## src/rtl/add_accumulator.sv

```systemverilog
// Streaming accumulator for 5-bit adder results: sums a batch of COUNT operands,
// holds the total under a valid/ready handshake and flags overflow in the batch.
module add_accumulator #(
    parameter int ACC_W = 8,
    parameter int COUNT = 4
) (
    input  logic                       clk,
    input  logic                       rst,
    input  logic                       in_valid,
    output logic                       in_ready,
    input  logic [3:0]                 S,
    input  logic                       carry_out,
    input  logic                       flush,
    output logic                       out_valid,
    input  logic                       out_ready,
    output logic [ACC_W-1:0]           acc_out,
    output logic                       overflow,
    output logic [$clog2(COUNT+1)-1:0] sample_cnt
);

    localparam int CNT_W = $clog2(COUNT + 1);
    localparam logic [CNT_W-1:0] CNT_MAX = CNT_W'(COUNT);

    typedef enum logic {
        ACCUM = 1'b0,
        HOLD  = 1'b1
    } state_t;

    state_t             state_reg, state_next;
    logic [ACC_W-1:0]   acc_reg, acc_next;
    logic               ovf_reg, ovf_next;
    logic [CNT_W-1:0]   cnt_reg, cnt_next;
    logic               out_valid_reg, out_valid_next;

    logic               accept;
    logic [ACC_W-1:0]   operand;
    logic [ACC_W:0]     sum;

    assign in_ready = (state_reg == ACCUM);
    assign accept   = in_valid && in_ready;
    assign operand  = ACC_W'({carry_out, S});
    // One extra bit captures the carry out of the ACC_W-bit add for overflow.
    assign sum      = {1'b0, acc_reg} + {1'b0, operand};

    always_comb begin
        state_next = state_reg;
        acc_next   = acc_reg;
        ovf_next   = ovf_reg;
        cnt_next   = cnt_reg;
        unique case (state_reg)
            ACCUM: begin
                if (accept) begin
                    acc_next = sum[ACC_W-1:0];
                    ovf_next = ovf_reg | sum[ACC_W];
                    if (cnt_reg != CNT_MAX) begin
                        cnt_next = cnt_reg + CNT_W'(1);
                    end
                end
                // Flush closes the batch only if it ends up non-empty this cycle.
                if ((accept && (cnt_reg == CNT_MAX - CNT_W'(1))) ||
                    (flush && ((cnt_reg != '0) || accept))) begin
                    state_next = HOLD;
                end
            end
            HOLD: begin
                if (out_ready) begin
                    acc_next   = '0;
                    ovf_next   = 1'b0;
                    cnt_next   = '0;
                    state_next = ACCUM;
                end
            end
            default: begin
                state_next = ACCUM;
            end
        endcase
        out_valid_next = (state_next == HOLD);
    end

    always_ff @(posedge clk) begin
        if (rst) begin
            state_reg     <= ACCUM;
            acc_reg       <= '0;
            ovf_reg       <= 1'b0;
            cnt_reg       <= '0;
            out_valid_reg <= 1'b0;
        end else begin
            state_reg     <= state_next;
            acc_reg       <= acc_next;
            ovf_reg       <= ovf_next;
            cnt_reg       <= cnt_next;
            out_valid_reg <= out_valid_next;
        end
    end

    assign acc_out    = acc_reg;
    assign overflow   = ovf_reg;
    assign sample_cnt = cnt_reg;
    assign out_valid  = out_valid_reg;

endmodule
```

## config.mk

```make
export PLATFORM = sky130hd
export DESIGN_NAME = add_accumulator
export DESIGN_NICKNAME = d
export VERILOG_FILES = /design/src/rtl/add_accumulator.sv
export SDC_FILE = /design/constraint.sdc
export NUM_CORES = 1
export LEC_CHECK = 0
export ABC_AREA = 1
export CAP_MARGIN = 20
export CELL_PAD_IN_SITES_DETAIL_PLACEMENT = 1
export CELL_PAD_IN_SITES_GLOBAL_PLACEMENT = 1
export CORE_AREA = 2 2 70 45
export CTS_BUF_LIST = sky130_fd_sc_hd__clkbuf_16
export CTS_CLUSTER_DIAMETER = 30
export CTS_CLUSTER_SIZE = 28
export DETAILED_ROUTE_END_ITERATION = 8
export DIE_AREA = 0 0 72 47
export PLACE_DENSITY = 0.71
export SETUP_SLACK_MARGIN = 0.1
export SYNTH_ARGS = -nofsm -noshare
export SYNTH_HDL_FRONTEND = slang
export SYNTH_SLANG_ARGS = --single-unit
```

## constraint.sdc

```tcl
create_clock -name clk -period 1.75 [get_ports clk]
set_input_delay 0.2625 -clock clk [delete_from_list [all_inputs] [get_ports clk]]
set_output_delay 0.2625 -clock clk [all_outputs]
set_load 0.01 [all_outputs]
```

==> flow_summary.ini <==
[critical_path]
path_class = reg2out
worstPathCellList = clkdlybuf4s50_1
critPathBufInv = 1
endpoint_kind = primary output
rrSetupSlack_ns = 0.24
worst_setup_path_start_kind = flip-flop
path_delay_family = buffers and inverters
cpMaxStageDelayCell = clkdlybuf4s50_1
max_stage_delay_ns = 0.58
cp.arrival_ns = 1.27
critPathRequiredTime_ns = 1.49
cp_max_fo = 7

[logic_synthesis]
yosysSeqAreaShare_pct = 30.91
synth.distinct_cells = 20
avgSynthCellArea_um2 = 6.902
yosys-top-cells-area = dfxtp_1 (31%), nand2_1 (16%), ha_1 (12%)
yosys.area.top_type = dfxtp_1
syn-num-nets = 141
synth_warnings = 0
ys_ff_latch = 13
synthCells = 122
syn_area_um2 = 842.1
netlist.area_leader.share_pct = 30.91

[clocking]
insertion_delay_ns = 0.24
cts.sinks = 13
cts_buffers = 3
max-clock-path-buffers = 2
cts_tree = done
htree_levels = 1
clk_pin_slew_ns = 0.05
clockRootBuffer = clkbuf_16
hold_buffers = 0

[timing]
relSlewSlack_pct = 80.29
fin_crit_sh_pct = 87.41
fmax_ghz = 0.6537
fin_skew_ns = 0.004335
maxSlewViolCount = 0
tightest_slew_ns = 0.2945
rsz0062_at_grt = false
setup_viol = 0
period_minus_slack_ns = 1.530
timing_hold_violations_final = 0

[layout]
seq_area_um2 = 260.3
layout_commonest_cell = nand2_1
diodes = 0
final_cell_mix = nand2_1 (35), clkdlybuf4s50_1 (22), inv_1 (15), dfxtp_1 (13), a21oi_1 (12)
finalNonFillerCells = 186
area.growth.synth_to_final_pct = 47.55
multi_input_area_um2 = 518.0
largest_reg_flops = 8
drive_gt1_share_pct = 15.79
layout.nets = 172
n_fill_cell = 357

[power]
powerDensity_nw_per_um2 = 851.4
p_total_mw = 1.058
ir_worst_vdd_v = 0.0002912
leakage_nw = 0.5846

[placed_design]
gp_congestion = 0.7806
dpl.cell_count = 181
io_buffers = 23
dp_hpwl_mm = 1.864

[global_route]
antenna_found_initial = 0
grt.total_usage_pct = 15.17
grt_pass1_vias = 877
grt_pass1_wl_mm = 3.891
grt_max_degree = 9
grt-ovfl-total = 0

[run]
maxCapViolations = 0

[die]
io_pins = 24
die_h_um = 47
rows = 15
core_um2 = 2759
die_area_um2 = 3384
die_w_um = 72
start_util_pct = 30.52

[run_status]
status = finished, final reports clean

[routing]
drc = 0
wirelength_mm = 2.332
ant_nets = 0
routed-via-count = 863
wl_per_cell_um = 12.54
drtIter0Drc = 31
drt_pass1_iterations = 4
vias_per_cell = 4.640

[worst_hold_path]
hold_class = reg2reg
-- cell families (layout without fill, tap and decap cells) --
family	count (synthesis)	count (layout)	share of synthesized area [%]
AO/OA/AOI/OAI	17	17	10.55
AND/OR/NAND/NOR	63	63	34.47
adder cells (fa/ha/maj)	9	9	14.27
flip-flops	13	13	30.91
buffers and inverters	20	50	9.807
-- layout make-up --
type | instances | share of cell area [%]
inverter | 19 | 6.344
multi-input combinational | 89 | 41.69
sequential | 13 | 20.95
tap | 34 | 3.424
clock buffer | 3 | 6.042
timing repair buffer | 27 | 21.15
clock inverter | 1 | 0.4028
-- Yosys cell counts --
master and number:
nor2_2 2, nand4_1 1, nand2_4 1, inv_6 1, dfxtp_1 13, nand3_2 1
inv_1 15, nand2_1 37, ha_1 8, clkbuf_1 1, a21oi_1 12, nor2_1 7
o21ai_0 4, fa_1 1, inv_2 2, nor2_8 1, inv_4 1, nand3_1 12
a21oi_2 1, nor3_1 1
-- worst paths after layout --
kind,endpoint,startpoint,cells after the start
max reg2reg,overflow$_SDFFE_PP0P_,acc_out[0]$_SDFFE_PP0P_,8
max,acc_out[5],acc_out[5]$_SDFFE_PP0P_,1
min reg2reg,acc_out[3]$_SDFFE_PP0P_,acc_out[3]$_SDFFE_PP0P_,2
min,acc_out[3]$_SDFFE_PP0P_,acc_out[3]$_SDFFE_PP0P_,2
-- per-layer routing --
layer	part of all wire (%)	global-route usage (%)
met1	49	19.38
met4	0.77	3.396
met5	0	0
met3	3.3	3.004
met2	47	27.41
-- stage by stage --
stage | worst slack [ns] | area (um2) | hold WS [ns] | util (%) | setup TNS (ns)
finish | 0.2203 | 1242 | 0.4789 | 45.03 | 0
global route | 0.1270 | 1242 | 0.5118 | 45.03 | 0
CTS | 0.1108 | 1219 | 0.4846 | 44.17 | 0
detailed placement | -0.2413 | 1134 | 0.4769 | 41.09 | -0.6687
global placement | -0.1656 | 1134 | 0.4701 | 41.09 | -0.4429
floorplan | 0.2293 | 842.1 | 0.4666 | - | 0
-- where the power goes --
group	switching [mW]	total (mW)	internal [mW]
combinational	0.151	0.279	0.128
sequential	0.0213	0.339	0.318
clock	0.135	0.439	0.305
total	0.307	1.06	0.750
-- what timing repair did --
item | 4_1_cts | 5_1_grt
endpoints found under the setup margin | 3 | 3
gates resized for setup | 3 | 6
endpoints found under the hold margin | 0 | 0
pin swaps | 1 | 3
buffers inserted | 0 | 1
Note: power is estimated with default switching activity, not from simulation.
